## src/rtl/pcmcia_spi_ctrl.sv

```systemverilog
// ---------------------------------------------------------------------------
// pcmcia_spi_ctrl
//
// Bridges card-bus I/O cycles to a single-byte SPI master (mode 0, MSB first).
// Four 8-bit I/O registers are decoded from A[1:0]:
//   0 DATA    write: load tx and start a transfer   read: last received byte
//   1 STATUS  read-only {3'b0, collision, overrun, int_sync, rx_valid, busy}
//   2 CTRL    {DIV[3:0], spare[2:0], ss_on}; SCLK half-period = DIV+1 clocks
//   3 reserved (reads 0, writes ignored)
//
// Ports
//   clk_26          system clock
//   RESET           asynchronous, active-high reset
//   A, D_in         host register offset and write data
//   D_out, ddir     host read data and "card drives bus" flag (combinational)
//   CE1, IOWR, IORD active-low card enable and I/O strobes
//   WAIT            active-low cycle stretch
//   SS, SCLK, MOSI  SPI master outputs; MISO SPI data in
//   INT             raw slave interrupt, synchronised and shown in STATUS[2]
//
// Configuration macro: PCSPI_WAIT_EN
//   defined   : a DATA read while busy drives WAIT low until the byte lands
//   undefined : WAIT is tied high and hosts poll STATUS[0]
//
// FSM states
//   state | meaning
//   IDLE  | SCLK low; a pending start (busy=1) drives MOSI=tx[7] and enters LOW
//   LOW   | SCLK low for DIV+1 clocks, then rise and sample MISO
//   HIGH  | SCLK high for DIV+1 clocks, then fall; next bit or DONE
//   DONE  | one clock: publish rx, update rx_valid/overrun, clear busy
// ---------------------------------------------------------------------------
module pcmcia_spi_ctrl #(
    parameter logic [3:0] DIV_RESET = 4'd3,
    parameter int         SYNC_STG  = 2
) (
    input  logic       clk_26,
    input  logic       RESET,
    input  logic [1:0] A,
    input  logic [7:0] D_in,
    output logic [7:0] D_out,
    output logic       ddir,
    input  logic       CE1,
    input  logic       IOWR,
    input  logic       IORD,
    output logic       WAIT,
    output logic       SS,
    output logic       SCLK,
    output logic       MOSI,
    input  logic       MISO,
    input  logic       INT
);

    typedef enum logic [1:0] {
        IDLE = 2'd0,
        LOW  = 2'd1,
        HIGH = 2'd2,
        DONE = 2'd3
    } state_t;

    // synchronisers and strobe edge detection
    logic [SYNC_STG-1:0] iowr_sr, iord_sr, int_sr;
    logic                iowr_s, iord_s, int_s;
    logic                iowr_d, iord_d;
    logic                wr_rise, rd_rise;
    logic                wr_edge_q;

    always_ff @(posedge clk_26 or posedge RESET) begin
        if (RESET) begin
            iowr_sr   <= '1;
            iord_sr   <= '1;
            int_sr    <= '0;
            iowr_d    <= 1'b1;
            iord_d    <= 1'b1;
            wr_edge_q <= 1'b0;
        end else begin
            iowr_sr   <= {iowr_sr[SYNC_STG-2:0], IOWR};
            iord_sr   <= {iord_sr[SYNC_STG-2:0], IORD};
            int_sr    <= {int_sr[SYNC_STG-2:0], INT};
            iowr_d    <= iowr_s;
            iord_d    <= iord_s;
            wr_edge_q <= wr_rise;
        end
    end

    assign iowr_s  = iowr_sr[SYNC_STG-1];
    assign iord_s  = iord_sr[SYNC_STG-1];
    assign int_s   = int_sr[SYNC_STG-1];
    assign wr_rise = iowr_s & ~iowr_d;
    assign rd_rise = iord_s & ~iord_d;

    // host cycle capture: address/data are re-captured every clock of an
    // active cycle, so the values seen just before the strobe rises win
    logic [1:0] wr_a, rd_a;
    logic [7:0] wr_d;
    logic       wr_cap, rd_cap;
    logic       wr_commit, rd_clr;

    always_ff @(posedge clk_26 or posedge RESET) begin
        if (RESET) begin
            wr_a   <= 2'd0;
            wr_d   <= 8'd0;
            wr_cap <= 1'b0;
            rd_a   <= 2'd0;
            rd_cap <= 1'b0;
        end else begin
            if (!iowr_s && !CE1) begin
                wr_a   <= A;
                wr_d   <= D_in;
                wr_cap <= 1'b1;
            end else if (wr_commit) begin
                wr_cap <= 1'b0;
            end
            if (!iord_s && !CE1) begin
                rd_a   <= A;
                rd_cap <= 1'b1;
            end else if (rd_rise) begin
                rd_cap <= 1'b0;
            end
        end
    end

    // commit one clock after the synced rising edge is seen
    assign wr_commit = wr_edge_q & wr_cap;
    assign rd_clr    = rd_rise & rd_cap;

    // register file and SPI byte engine
    state_t     state;
    logic       busy;
    logic [7:0] tx;
    logic [7:0] rx;
    logic [7:0] rx_sh;
    logic       rx_valid;
    logic       overrun;
    logic       collision;
    logic [3:0] div;
    logic [2:0] ctrl_mid;
    logic       ss_on;
    logic       sclk_q;
    logic       mosi_q;
    logic [3:0] ph_cnt;
    logic [2:0] bit_cnt;

    always_ff @(posedge clk_26 or posedge RESET) begin
        if (RESET) begin
            state     <= IDLE;
            busy      <= 1'b0;
            tx        <= 8'd0;
            rx        <= 8'd0;
            rx_sh     <= 8'd0;
            rx_valid  <= 1'b0;
            overrun   <= 1'b0;
            collision <= 1'b0;
            div       <= DIV_RESET;
            ctrl_mid  <= 3'd0;
            ss_on     <= 1'b0;
            sclk_q    <= 1'b0;
            mosi_q    <= 1'b0;
            ph_cnt    <= 4'd0;
            bit_cnt   <= 3'd0;
        end else begin
            // read-to-clear first; any set later in this block overrides it
            if (rd_clr && rd_a == 2'd0) begin
                rx_valid <= 1'b0;
            end
            if (rd_clr && rd_a == 2'd1) begin
                overrun   <= 1'b0;
                collision <= 1'b0;
            end

            if (wr_commit) begin
                case (wr_a)
                    2'd0: begin
                        if (busy) begin
                            collision <= 1'b1;
                        end else begin
                            tx   <= wr_d;
                            busy <= 1'b1;
                        end
                    end
                    2'd2: begin
                        div      <= wr_d[7:4];
                        ctrl_mid <= wr_d[3:1];
                        ss_on    <= wr_d[0];
                    end
                    default: ;
                endcase
            end

            case (state)
                IDLE: begin
                    sclk_q <= 1'b0;
                    if (busy) begin
                        mosi_q  <= tx[7];
                        ph_cnt  <= div;
                        bit_cnt <= 3'd0;
                        state   <= LOW;
                    end
                end
                LOW: begin
                    if (ph_cnt == 4'd0) begin
                        sclk_q <= 1'b1;
                        rx_sh  <= {rx_sh[6:0], MISO};
                        ph_cnt <= div;
                        state  <= HIGH;
                    end else begin
                        ph_cnt <= ph_cnt - 4'd1;
                    end
                end
                HIGH: begin
                    if (ph_cnt == 4'd0) begin
                        sclk_q <= 1'b0;
                        if (bit_cnt == 3'd7) begin
                            state <= DONE;
                        end else begin
                            tx      <= {tx[6:0], 1'b0};
                            mosi_q  <= tx[6];
                            bit_cnt <= bit_cnt + 3'd1;
                            ph_cnt  <= div;
                            state   <= LOW;
                        end
                    end else begin
                        ph_cnt <= ph_cnt - 4'd1;
                    end
                end
                DONE: begin
                    rx       <= rx_sh;
                    if (rx_valid) begin
                        overrun <= 1'b1;
                    end
                    rx_valid <= 1'b1;
                    busy     <= 1'b0;
                    state    <= IDLE;
                end
                default: state <= IDLE;
            endcase
        end
    end

    assign SS   = ~ss_on;
    assign SCLK = sclk_q;
    assign MOSI = mosi_q;

    // host read path
    logic [7:0] rd_mux;

    always_comb begin
        rd_mux = 8'd0;
        case (A)
            2'd0:    rd_mux = rx;
            2'd1:    rd_mux = {3'b000, collision, overrun, int_s, rx_valid, busy};
            2'd2:    rd_mux = {div, ctrl_mid, ss_on};
            default: rd_mux = 8'd0;
        endcase
    end

    assign ddir  = ~IORD & ~CE1;
    assign D_out = ddir ? rd_mux : 8'd0;

`ifdef PCSPI_WAIT_EN
    // registered: asserts one clock into the read, releases one clock after
    // DONE so the stretched read sees the freshly published rx byte
    logic wait_q;

    always_ff @(posedge clk_26 or posedge RESET) begin
        if (RESET) begin
            wait_q <= 1'b1;
        end else begin
            wait_q <= ~(~IORD & ~CE1 & (A == 2'd0) & busy);
        end
    end

    assign WAIT = wait_q;
`else
    assign WAIT = 1'b1;
`endif

endmodule

```

## config.mk

```make
export PLATFORM = sky130hd
export DESIGN_NAME = pcmcia_spi_ctrl
export DESIGN_NICKNAME = d
export VERILOG_FILES = /design/src/rtl/pcmcia_spi_ctrl.sv
export SDC_FILE = /design/constraint.sdc
export NUM_CORES = 1
export LEC_CHECK = 0
export CAP_MARGIN = 20
export CORE_MARGIN = 8
export CORE_UTILIZATION = 57
export CTS_CLUSTER_SIZE = 25
export DETAILED_ROUTE_END_ITERATION = 10
export MAX_ROUTING_LAYER = met4
export PLACE_DENSITY = 0.79
export REMOVE_ABC_BUFFERS = 1
export SETUP_SLACK_MARGIN = 0.5
export SYNTH_ARGS = -nofsm -noshare
export SYNTH_HDL_FRONTEND = slang
export SYNTH_SLANG_ARGS = --single-unit
```

## constraint.sdc

```tcl
create_clock -name clk_26 -period 2.5 [get_ports clk_26]
set_input_delay 0.5 -clock clk_26 [delete_from_list [all_inputs] [get_ports clk_26]]
set_output_delay 0.5 -clock clk_26 [all_outputs]
set_load 0.1 [all_outputs]
```

==> flow_summary.rst, run 1 <==
.. list-table::
   :header-rows: 1

   * - Metric
     - Value
   * - Clock input transition at the sequential cells of the worst setup and hold paths
     - 0.08 ns
   * - Classification of the worst setup path
     - reg2out
   * - Cell Count, Final, Fillers Out
     - just under 400
   * - Relative contribution of the clock network to total power
     - ~24%
   * - Total of fill cells in the finished design
     - 335
   * - Power per unit of standard cell area
     - 1150 nW/um^2
   * - Largest area contributor in the synthesized netlist
     - sky130_fd_sc_hd__dfrtp_1
   * - Hold_ws
     - roughly 0.36 ns
   * - Worst-case clock buffer depth
     - 2
   * - Port Buffer Count
     - 28
   * - Launch point of the worst hold path
     - iord_sr[0]
   * - Global-route wire length before repair
     - between 10000 and 15000 um
   * - Chip height
     - around 90 um
   * - Critical R2R Launch
     - ph_cnt[0]
   * - Drt initial violations
     - roughly 160
   * - Hold-critical path endpoint
     - iord_sr[1]
   * - Horizontal die dimension
     - between 90 and 100 um
   * - Startpoint types
     - register
   * - Source of the critical timing path
     - div[0]
   * - Antenna violations before repair
     - 0
   * - Count of distinct cell types in the synthesized netlist
     - a little over 50
   * - Most common cell in the netlist
     - sky130_fd_sc_hd__dfrtp_1
   * - Area growth, synth to finish
     - 30.2%
   * - Core box area
     - roughly 5400 sq um
   * - Setup violations, final
     - 0
   * - Number of hold violations in the final report
     - 0
   * - Number of global-route vias before repair
     - ~2400
   * - Switching share of total power
     - 36.4%
   * - Maximum level of the CTS H-tree
     - 3
   * - Reg2reg setup slack
     - ~0.60 ns
   * - Top_reg_cell synth
     - sky130_fd_sc_hd__dfrtp_1
   * - Aggregate global routing overflow
     - 0
   * - Slew of the pin with the lowest slew margin
     - 0.663 ns
   * - Peak Freq
     - about 470 MHz
   * - Post-DR vias/cell
     - between 5 and 6
   * - All-Layer GR Usage
     - 19.0%
   * - Proportion of power drawn by combinational gates
     - 37.2%
   * - Async set or reset register ratio after synthesis
     - 100%
   * - Share of total power in sequential cells
     - about two fifths
   * - Status
     - finished clean
   * - Area of placed instances
     - 3660 sq um
   * - Antenna-violating nets left
     - 0
   * - Kind of capture point of the worst setup path
     - output pin
   * - Count of placed standard cells including taps
     - between 300 and 400
   * - Setup repair after global routing missed its margin
     - yes
   * - Static leakage power
     - about 1.8 nW
   * - Clock Root Buffer
     - sky130_fd_sc_hd__clkbuf_8
   * - Worst R2R End
     - bit_cnt[1]
   * - Area of combinational cells with multiple inputs
     - 1390 sq um
   * - Initial cell density of the core
     - 57.9%
   * - Synthesis warning total
     - 0
   * - Clock insertion delay at the later pin of the skew report
     - approximately 0.35 ns
   * - Slowest cell on the critical path
     - sky130_fd_sc_hd__dfstp_2
   * - Post-synth top area share
     - between 40% and 50%
   * - Clock sinks
     - 70
   * - Largest stage delay on the critical path
     - between 0.5 and 0.6 ns
   * - Fraction of the yosys area taken by sequential cells
     - 55.9%
   * - Total of flip-flops plus latches after synthesis
     - 70
   * - Final worst clock skew
     - 0.0105 ns
   * - Post-DP HPWL
     - about 4500 um
   * - Worst min-delay path category
     - reg2reg
   * - FP Rows
     - 27
   * - Worst EP required
     - ~2.0 ns
   * - Most numerous cell types in the synthesized netlist
     - 62 x sky130_fd_sc_hd__dfrtp_1, 36 x sky130_fd_sc_hd__mux2_2, 24 x sky130_fd_sc_hd__nand2_1, 24 x sky130_fd_sc_hd__nor2_1, 15 x sky130_fd_sc_hd__a21oi_1
   * - Relative slew slack
     - a little under three fifths
   * - Worst r2r path cells
     - 6
   * - Maximum number of pins on one net before global-route repair
     - 24
   * - Total power of the final layout
     - roughly 4.7 mW
   * - Max Fanout on Critical Path
     - 4
   * - Die Outline Area
     - 8160 sq um
   * - Peak supply drop
     - approximately 0.81 mV
   * - Sequence of cells on the critical path
     - mux2i_1, nor2_1, a21oi_1, nor3_2, buf_12
   * - Reg area
     - roughly 1800 sq um
   * - Total via count in the routed design
     - ~2300
   * - Number of instances on the worst hold path
     - 0
   * - Largest cells by area after synthesis
     - sky130_fd_sc_hd__dfrtp_1 49%, sky130_fd_sc_hd__mux2_2 13%, sky130_fd_sc_hd__dfstp_2 6.7%
   * - Syn avg cell area
     - about 12 sq um
   * - Design Area, Final
     - just over 4000 sq um
   * - Net switching component of the power
     - between 1.5 and 2 mW
   * - Routed Wire Length
     - approximately 7400 um
   * - Number of I/O pins
     - 30
   * - Count of mapped cells out of synthesis
     - approximately 270
   * - Netlist area before placement
     - approximately 3200 sq um
   * - CTS tree
     - yes
   * - Count of flip-flops with a built-in enable after synthesis
     - 0
   * - Fin. max-slew vios
     - 0
   * - First drt pass iteration count
     - 4
   * - Minimum period implied by the final worst setup slack
     - 2.15 ns
   * - Worst Setup Slack post-DPL
     - approximately 0.067 ns
   * - CP arrival
     - between 1.5 and 2 ns
   * - Cts bufs inserted
     - 9
   * - Net count, final
     - roughly 350
   * - Worst Path Buf+Inv
     - 1
   * - Proportion of layout cells with a drive suffix above 1
     - between 30% and 40%
   * - Final weighted congestion of routability-driven global placement
     - approximately 0.81
   * - Remaining design rule violation count
     - 0
   * - DR WL/cell
     - approximately 19 um
   * - Max capacitance violation total
     - 0
   * - Top delay family on crit path
     - flip-flops
   * - N_diodes
     - 0
   * - Internal Power
     - approximately 3.0 mW
   * - Hold_buf cts
     - 0
   * - Final period utilization
     - a little under nine tenths
   * - Setup WS post-layout
     - ~0.35 ns
## how the worst max path moves through the flow
| stage | to | slack (ns) | cells past startpoint |
|---|---|---|---|
| global placement | D_out[3] | 0.10 | 7 |
| global route | D_out[4] | 0.31 | 5 |
| finish | D_out[4] | 0.35 | 5 |
| CTS | D_out[4] | 0.38 | 5 |
| detailed placement | D_out[1] | 0.07 | 8 |
| floorplan | D_out[1] | -0.83 | 3 |
## power groups by stage
| stage | Clock (mW) | Combinational (mW) | Sequential, mW |
|---|---|---|---|
| floorplan | 0 | 1.15 | 1.79 |
| global placement | 0 | 1.53 | 1.79 |
| detailed placement | 0 | 1.58 | 1.80 |
| CTS | 1.16 | 1.64 | 1.80 |
| global route | 1.22 | 1.91 | 1.85 |
| finish | 1.15 | 1.76 | 1.81 |
## per-stage QoR
stage / util [%] / setup TNS (ns)
after detailed placement: 67.2 / 0
after global routing: 75.4 / 0
after CTS: 73.6 / 0
final: 75.4 / 0
after floorplan: - / -4.55
after global placement: 67.2 / 0
## repair_timing
action                     in CTS  in global routing
pin swaps                       4                  8
gates resized for setup        31                 14
buffers inserted                1                  9
setup endpoints to repair      15                 25
## layout make-up
type                            instances  area share (%)
Clock inverter                          5            2.56
Clock buffer                           11            3.69
Timing Repair Buffer                   52            14.0
Sequential cell                        70            42.9
Multi-Input combinational cell        179            33.8
Tap cell                               72            2.20
Inverter                                9           0.823
## flip-flops by register name (all words and copies together), names as in the netlist, 2 cells and up
register,count
rx,8
rx_sh,8
tx,8
wr_d,8
div,4
ph_cnt,4
bit_cnt,3
ctrl_mid,3
int_sr,2
iord_sr,2
iowr_sr,2
rd_a,2
state,2
wr_a,2
## routing by layer
metal  wire, um  share of wire (%)  up-vias  global-route usage (%)
met4        115                1.6        0                    7.21
met2       3870                 53       47                    32.1
met3        252                3.4        8                    3.82
li1           -                  -     1047                       -
met5          0                  0        -                       -
met1       3120                 42     1157                    22.0
## cells by family (layout without fill, tap and decap cells)
group,count (synthesis),in the layout,share of synthesized area [%]
AOI/OAI and AO/OA,44,44,9.61
adders and majority gates,7,7,2.78
buffers and inverters,22,77,3.14
DFF,70,70,55.9
muxes,44,44,15.4
other,1,1,0.119
and+or+nand+nor,83,83,13.1
## layout by cell type, fill, tap and decap left out, types with 3 or more instances in the layout
| cell type | Yosys | layout |
|---|---|---|
| sky130_fd_sc_hd__o21ai_0 | 3 | 3 |
| sky130_fd_sc_hd__nor3_2 | 0 | 3 |
| sky130_fd_sc_hd__nor2_4 | 0 | 4 |
| sky130_fd_sc_hd__inv_1 | 9 | 8 |
| sky130_fd_sc_hd__buf_4 | 1 | 22 |
| sky130_fd_sc_hd__nand2b_1 | 3 | 3 |
| sky130_fd_sc_hd__nand2_1 | 24 | 23 |
| sky130_fd_sc_hd__dfrtp_1 | 62 | 62 |
| sky130_fd_sc_hd__buf_6 | 1 | 3 |
| sky130_fd_sc_hd__mux2i_1 | 8 | 7 |
| sky130_fd_sc_hd__a21oi_1 | 15 | 14 |
| sky130_fd_sc_hd__dfstp_2 | 8 | 8 |
| sky130_fd_sc_hd__nor2_1 | 24 | 19 |
| sky130_fd_sc_hd__mux2_2 | 36 | 36 |
| sky130_fd_sc_hd__nor2b_1 | 5 | 3 |
| sky130_fd_sc_hd__ha_1 | 7 | 5 |
| sky130_fd_sc_hd__clkbuf_8 | 0 | 11 |
| sky130_fd_sc_hd__bufinv_16 | 0 | 3 |
| sky130_fd_sc_hd__a31oi_1 | 8 | 8 |
| sky130_fd_sc_hd__buf_12 | 0 | 10 |
| sky130_fd_sc_hd__clkdlybuf4s50_1 | 0 | 12 |
(Power assumes the default switching activity.)
==> run 2: changes to the inputs <==
--- a/config.mk
+++ b/config.mk
@@ -7,11 +7,11 @@
 export LEC_CHECK = 0
 export CAP_MARGIN = 20
 export CORE_MARGIN = 8
-export CORE_UTILIZATION = 57
-export CTS_CLUSTER_SIZE = 25
+export CORE_UTILIZATION = 59
+export CTS_BUF_LIST = sky130_fd_sc_hd__clkbuf_4 sky130_fd_sc_hd__clkbuf_8
 export DETAILED_ROUTE_END_ITERATION = 10
 export MAX_ROUTING_LAYER = met4
-export PLACE_DENSITY = 0.79
+export PLACE_DENSITY = 0.82
 export REMOVE_ABC_BUFFERS = 1
 export SETUP_SLACK_MARGIN = 0.5
 export SYNTH_ARGS = -nofsm -noshare
==> flow_summary.rst, run 2 (same netlist as run 1, synthesis figures left out) <==
.. list-table::
   :header-rows: 1

   * - Metric
     - Value
   * - Status
     - finished clean
   * - Worst-case clock buffer depth
     - 2 (unchanged)
   * - Sum Neg Setup Slack
     - 0 ns (unchanged)
   * - Slowest cell on the critical path
     - sky130_fd_sc_hd__nor3_1
   * - Number of global-route vias before repair
     - 2309 (-4.1%)
   * - Proportion of layout cells with a drive suffix above 1
     - 36.4% (-1.6 points)
   * - Initial cell density of the core
     - 61.3% (+3.4 points)
   * - Static leakage power
     - 1.83 nW (-0.25%)
   * - Setup repair after global routing missed its margin
     - yes
   * - Worst Path Buf+Inv
     - 4 (+3)
   * - CP arrival
     - 1.57 ns (-0.08 ns)
   * - Antenna violations before repair
     - 0 (unchanged)
   * - Total of fill cells in the finished design
     - 315 (-6.0%)
   * - Power per unit of standard cell area
     - 1160 nW/um^2 (+0.75%)
   * - Routed Wire Length
     - 7080 um (-3.9%)
   * - Count of placed standard cells including taps
     - 368 (-1.1%)
   * - All-Layer GR Usage
     - 19.4% (+0.34 points)
   * - Post-DR vias/cell
     - 5.86 (+3.2%)
   * - Clock input transition at the sequential cells of the worst setup and hold paths
     - 0.07 ns (about the same)
   * - Area of placed instances
     - 3640 sq um (-0.48%)
   * - N_diodes
     - 0 (unchanged)
   * - Cell Count, Final, Fillers Out
     - 394 (-1.0%)
   * - Most common library cell in the layout ignoring fill and taps
     - sky130_fd_sc_hd__dfrtp_1
   * - Clock Root Buffer
     - sky130_fd_sc_hd__clkbuf_8
   * - Peak Freq
     - 483 MHz (+3.6%)
   * - CTS tree
     - yes
   * - Cts bufs inserted
     - 9 (unchanged)
   * - Kind of capture point of the worst setup path
     - output pin
   * - Remaining design rule violation count
     - 0 (unchanged)
   * - Max Fanout on Critical Path
     - 6 (+2)
   * - Net count, final
     - 343 (-0.58%)
   * - Source of the critical timing path
     - A[1]
   * - Worst min-delay path category
     - reg2reg
   * - Most repeated library cell on the critical path
     - sky130_fd_sc_hd__buf_8
   * - Relative slew slack
     - 49.7% (-5.5 points)
   * - Aggregate global routing overflow
     - 0 (unchanged)
   * - Top delay family on crit path
     - buffers and inverters
   * - Total via count in the routed design
     - 2308 (+2.2%)
   * - Clock insertion delay at the later pin of the skew report
     - 0.34 ns (about the same)
   * - Design Area, Final
     - 4060 sq um (-1.1%)
   * - Number of I/O pins
     - 30 (unchanged)
   * - Max capacitance violation total
     - 0 (unchanged)
   * - Setup violations, final
     - 0 (unchanged)
   * - Area growth, synth to finish
     - 28.7%
   * - Core box area
     - 5140 sq um (-5.5%)
   * - Worst EP required
     - 2.00 ns (about the same)
   * - Sequence of cells on the critical path
     - buf_8, buf_8, mux2i_1, nor2_1, a21oi_2, nor3_1, buf_4, buf_12
   * - Maximum level of the CTS H-tree
     - 3 (unchanged)
   * - Final weighted congestion of routability-driven global placement
     - 0.877 (+8.7%)
   * - Critical R2R Launch
     - ph_cnt[0]
   * - Peak supply drop
     - 0.658 mV (-19%)
   * - Slew of the pin with the lowest slew margin
     - 0.755 ns (+0.0920 ns)
   * - Largest stage delay on the critical path
     - 0.19 ns (-0.39 ns)
   * - Classification of the worst setup path
     - in2out
   * - Port Buffer Count
     - 28 (unchanged)
   * - Launch point of the worst hold path
     - int_sr[0]
   * - First drt pass iteration count
     - 4 (unchanged)
   * - Final worst clock skew
     - 0.00704 ns (-0.00350 ns)
   * - Chip height
     - 89.1 um (-1.4%)
   * - Post-Route Utilization
     - 78.9% (+3.5 points)
   * - Global-route wire length before repair
     - 11200 um (-8.0%)
   * - Maximum number of pins on one net before global-route repair
     - 71 (+200%)
   * - Drt initial violations
     - 137 (-16%)
   * - Clock sinks
     - 70 (unchanged)
   * - Post-DP HPWL
     - 4440 um (-0.68%)
   * - Die Outline Area
     - 7940 sq um (-2.8%)
   * - Minimum period implied by the final worst setup slack
     - 2.07 ns (-0.0745 ns)
   * - Number of hold violations in the final report
     - 0 (unchanged)
   * - Final period utilization
     - 82.8% (-3.0 points)
   * - Antenna-violating nets left
     - 0 (unchanged)
   * - DR WL/cell
     - 18.0 um (-2.9%)
   * - Horizontal die dimension
     - 89.1 um (-1.4%)
   * - Most frequent cells in the layout
     - 62 x sky130_fd_sc_hd__dfrtp_1, 36 x sky130_fd_sc_hd__mux2_2, 23 x sky130_fd_sc_hd__nand2_1, 21 x sky130_fd_sc_hd__buf_4, 20 x sky130_fd_sc_hd__nor2_1
   * - Startpoint types
     - primary input
   * - Fin. max-slew vios
     - 0 (unchanged)
   * - FP Rows
     - 26 (-3.7%)
run 2: path summary, 6_finish.rpt:
path                               to  slack (ns)  depth (start not counted)
max                          D_out[3]        0.43                          8
min                         int_sr[1]        0.35                          0
max reg2reg                bit_cnt[1]        0.59                          6
min reg2reg                 int_sr[1]        0.35                          0
max in group asynchronous  iowr_sr[0]        1.60                          3
min in group asynchronous   ph_cnt[3]        0.53                          3
run 2: per-layer routing:
layer	share of wire [%]	vias up	track usage, %
li1	-	1047	-
met1	43	1174	22.0
met2	50	73	31.9
met3	4.6	14	4.50
met4	2.3	0	8.76
met5	0	-	-
run 2: power breakdown:
| part | total [mW] | switching, mW | internal [mW] |
|---|---|---|---|
| Clock | 1.11 | 0.424 | 0.688 |
| Sequential | 1.82 | 0.321 | 1.50 |
| Combinational | 1.77 | 0.968 | 0.805 |
| Total | 4.71 | 1.71 | 2.99 |
run 2: layout make-up:
class	count	area [sq um]	area share, %
Multi-Input combinational cell	179	1360	33.5
Sequential cell	70	1760	43.4
Clock buffer	10	138	3.39
Tap cell	70	87.6	2.16
Clock inverter	6	109	2.68
Timing Repair Buffer	50	571	14.1
Inverter	9	33.8	0.833
run 2: per-stage QoR:
step	hold WS [ns]	total power, mW	setup WS (ns)
after floorplan	0.331	2.94	-0.830
after global placement	0.338	3.33	0.106
after detailed placement	0.341	3.40	0.0271
after CTS	0.357	4.57	0.422
after global routing	0.359	4.97	0.326
final	0.354	4.71	0.429
run 2: repair_timing:
action	4_1_cts	5_1_grt
hold buffers	0	0
setup endpoints to repair	20	23
resized for setup	27	8
pin swaps	4	5
setup buffers	2	8
run 2: worst reg2reg max path, stage by stage (launching register included):
cell,delay [ns]
sky130_fd_sc_hd__dfrtp_1,0.41
sky130_fd_sc_hd__inv_1,0.10
sky130_fd_sc_hd__ha_2,0.23
sky130_fd_sc_hd__or3b_4,0.43
sky130_fd_sc_hd__a211oi_4,0.34
sky130_fd_sc_hd__nand2_2,0.09
sky130_fd_sc_hd__a32o_1,0.21
==> run 3: changes to the inputs <==
--- a/config.mk
+++ b/config.mk
@@ -7,11 +7,11 @@
 export LEC_CHECK = 0
 export CAP_MARGIN = 20
 export CORE_MARGIN = 8
-export CORE_UTILIZATION = 59
+export CORE_UTILIZATION = 53
 export CTS_BUF_LIST = sky130_fd_sc_hd__clkbuf_4 sky130_fd_sc_hd__clkbuf_8
 export DETAILED_ROUTE_END_ITERATION = 10
 export MAX_ROUTING_LAYER = met4
-export PLACE_DENSITY = 0.82
+export PLACE_DENSITY = 0.78
 export REMOVE_ABC_BUFFERS = 1
 export SETUP_SLACK_MARGIN = 0.5
 export SYNTH_ARGS = -nofsm -noshare
==> constraint.sdc (replaced) <==
create_clock -name clk_26 -period 1.85 [get_ports clk_26]
set_input_delay 0.37 -clock clk_26 [delete_from_list [all_inputs] [get_ports clk_26]]
set_output_delay 0.37 -clock clk_26 [all_outputs]
set_load 0.1 [all_outputs]
==> flow_summary.rst, run 3 (same netlist as run 1, synthesis figures left out) <==
.. list-table::
   :header-rows: 1

   * - Metric
     - Value
   * - Max Fanout on Critical Path
     - 2 (-4)
   * - Antenna violations before repair
     - 0 (unchanged)
   * - Clock input transition at the sequential cells of the worst setup and hold paths
     - 0.08 ns (about the same)
   * - Max capacitance violation total
     - 0 (unchanged)
   * - Maximum level of the CTS H-tree
     - 3 (unchanged)
   * - Antenna-violating nets left
     - 0 (unchanged)
   * - Worst Setup Slack post-DPL
     - -0.343 ns (-0.370 ns)
   * - Most frequent cells in the layout
     - 60 x sky130_fd_sc_hd__dfrtp_1, 34 x sky130_fd_sc_hd__buf_4, 23 x sky130_fd_sc_hd__nand2_1, 21 x sky130_fd_sc_hd__mux2_2, 19 x sky130_fd_sc_hd__buf_12
   * - Final weighted congestion of routability-driven global placement
     - 0.879 (+0.23%)
   * - Cell Count, Final, Fillers Out
     - 434 (+10%)
   * - Setup WS post-layout
     - -0.155 ns (-0.584 ns)
   * - Global-route wire length before repair
     - 13400 um (+20%)
   * - Worst Path Buf+Inv
     - 2 (-2)
   * - Proportion of layout cells with a drive suffix above 1
     - 53.8% (+17 points)
   * - Sequence of cells on the critical path
     - mux2i_2, nor2_1, a21oi_1, nor3_1, buf_4, buf_12
   * - Area growth, synth to finish
     - 52.5%
   * - Share of total power in sequential cells
     - 32.4% (-6.3 points)
   * - Most common library cell in the layout ignoring fill and taps
     - sky130_fd_sc_hd__dfrtp_1
   * - Minimum period implied by the final worst setup slack
     - between 2 and 2.5 ns
   * - Routed Wire Length
     - 9120 um (+29%)
   * - Cts bufs inserted
     - 9 (unchanged)
   * - Final worst clock skew
     - 0.00909 ns (+0.00205 ns)
   * - Proportion of power drawn by combinational gates
     - 49.8% (+12 points)
   * - Initial cell density of the core
     - 53.9% (-7.4 points)
   * - Worst min-delay path category
     - in2reg
   * - Chip height
     - 93.1 um (+4.5%)
   * - DR WL/cell
     - 21.0 um (+17%)
   * - Largest stage delay on the critical path
     - 0.55 ns (+0.36 ns)
   * - Total via count in the routed design
     - 2569 (+11%)
   * - Net switching component of the power
     - 2.99 mW (+75%)
   * - Clock sinks
     - 70 (unchanged)
   * - Violated checks
     - setup timing
   * - Slowest cell on the critical path
     - sky130_fd_sc_hd__dfstp_2
   * - Static leakage power
     - 2.11 nW (+15%)
   * - Setup repair after global routing missed its margin
     - yes
   * - FP Rows
     - 28 (+7.7%)
   * - All-Layer GR Usage
     - 20.5% (+1.1 points)
   * - Number of global-route vias before repair
     - 2676 (+16%)
   * - Maximum number of pins on one net before global-route repair
     - 34 (-52%)
   * - Status
     - complete, but fails checks
   * - Number of hold violations in the final report
     - 0 (unchanged)
   * - Reg2reg setup slack
     - 0.03 ns (-0.56 ns)
   * - Port Buffer Count
     - 28 (unchanged)
   * - Peak supply drop
     - 1.17 mV (+78%)
   * - Kind of capture point of the worst setup path
     - output pin
   * - Remaining design rule violation count
     - 0 (unchanged)
   * - Internal Power
     - 4.84 mW (+62%)
   * - N_diodes
     - 0 (unchanged)
   * - Net count, final
     - 378 (+10%)
   * - Worst EP required
     - 1.48 ns (-0.52 ns)
   * - Switching share of total power
     - 38.2% (+1.8 points)
   * - Aggregate global routing overflow
     - 0 (unchanged)
   * - Fin. max-slew vios
     - 0 (unchanged)
   * - Setup violations, final
     - 1 (+1)
   * - Final period utilization
     - 108%
   * - Clock Root Buffer
     - sky130_fd_sc_hd__clkbuf_8
   * - Core box area
     - 5850 sq um (+14%)
   * - Classification of the worst setup path
     - reg2out
   * - Top delay family on crit path
     - flip-flops
   * - Worst-case clock buffer depth
     - 2 (unchanged)
   * - Die Outline Area
     - 8670 sq um (+9.2%)
   * - CTS tree
     - yes
   * - First drt pass iteration count
     - 5 (+1)
   * - Count of placed standard cells including taps
     - 390 (+6.0%)
   * - Relative contribution of the clock network to total power
     - 17.7% (-5.9 points)
   * - Clock insertion delay at the later pin of the skew report
     - 0.35 ns (about the same)
   * - Drt initial violations
     - 161 (+18%)
   * - Power per unit of standard cell area
     - 1630 nW/um^2 (+41%)
   * - Peak Freq
     - between 400 and 500 MHz
   * - Horizontal die dimension
     - 93.1 um (+4.5%)
   * - Post-DP HPWL
     - 4780 um (+7.7%)
   * - Hold_buf cts
     - 0 (unchanged)
   * - Startpoint types
     - register
   * - Number of I/O pins
     - 30 (unchanged)
   * - Post-DR vias/cell
     - 5.92 (+1.0%)
   * - CP arrival
     - 1.64 ns (+0.07 ns)
[run 3: changes by cell type in the layout (fill, tap and decap cells not counted), sizes merged]
cell / before / now
buf: 36 / 73
bufinv: 3 / 2
clkinvlp: 0 / 2
dlygate4sd2: 2 / 0
clkinv: 3 / 2
[run 3: area by class of cell]
cell class | instances | area (sq um)
flip-flops and latches | 70 | 1760
clock buffers | 10 | 138
repair buffers | 85 | 1000
clock inverters | 6 | 85.1
multi-input cells | 179 | 1680
well taps | 75 | 93.8
inverters | 9 | 36.3
fillers | 274 | 1040
[run 3: final timing paths]
| kind | from | to | cells after the start |
|---|---|---|---|
| max | div[0] | D_out[4] | 6 |
| min | IORD | iord_sr[0] | 2 |
| max reg2reg | ph_cnt[1] | ph_cnt[0] | 7 |
| min reg2reg | int_sr[0] | int_sr[1] | 0 |
| max in group asynchronous | RESET | iowr_sr[0] | 3 |
| min in group asynchronous | RESET | rx[5] | 2 |
[run 3: stage by stage]
| stage | area, sq um | util (%) | hold slack (ns) | setup TNS [ns] | power (mW) |
|---|---|---|---|---|---|
| detailed placement | 3860 | 66.0 | 0.343 | -2.38 | 4.93 |
| global placement | 3860 | 66.0 | 0.341 | -1.93 | 4.81 |
| finish | 4810 | 82.1 | 0.248 | -0.155 | 7.84 |
| global route | 4810 | 82.1 | 0.234 | -0.465 | 8.16 |
| CTS | 4560 | 78.0 | 0.232 | -0.116 | 7.07 |
| floorplan | 3090 | - | 0.331 | -24.93 | 3.97 |
[run 3: worst register-to-register path: cells and delay by family, from the launching register on]
| kind | cells | cell delay [ns] |
|---|---|---|
| AO/OA/AOI/OAI | 2 | 0.43 |
| adder cells (fa/ha/maj) | 1 | 0.17 |
| buffers and inverters | 2 | 0.24 |
| flip-flops | 1 | 0.39 |
| AND/OR/NAND/NOR | 2 | 0.52 |
[run 3: timing repair]
action	4_1_cts	5_1_grt
resized for setup	106	40
setup endpoints to repair	64	49
pin swaps	14	8
gates cloned	2	0
buffers inserted	17	9
[run 3: power groups by stage]
stage	clock, mW	combinational (mW)	sequential, mW
floorplan	0	1.56	2.42
global placement	0	2.38	2.43
detailed placement	0	2.47	2.46
CTS	1.39	3.23	2.45
global route	1.47	4.12	2.57
finish	1.39	3.91	2.54
[run 3: layer usage]
metal,part of all wire [%],vias to the layer above,track usage [%]
met5,0,-,-
met4,3.6,0,8.05
met1,40,1305,23.1
met3,5.2,29,5.21
met2,51,121,34.1
li1,-,1114,-
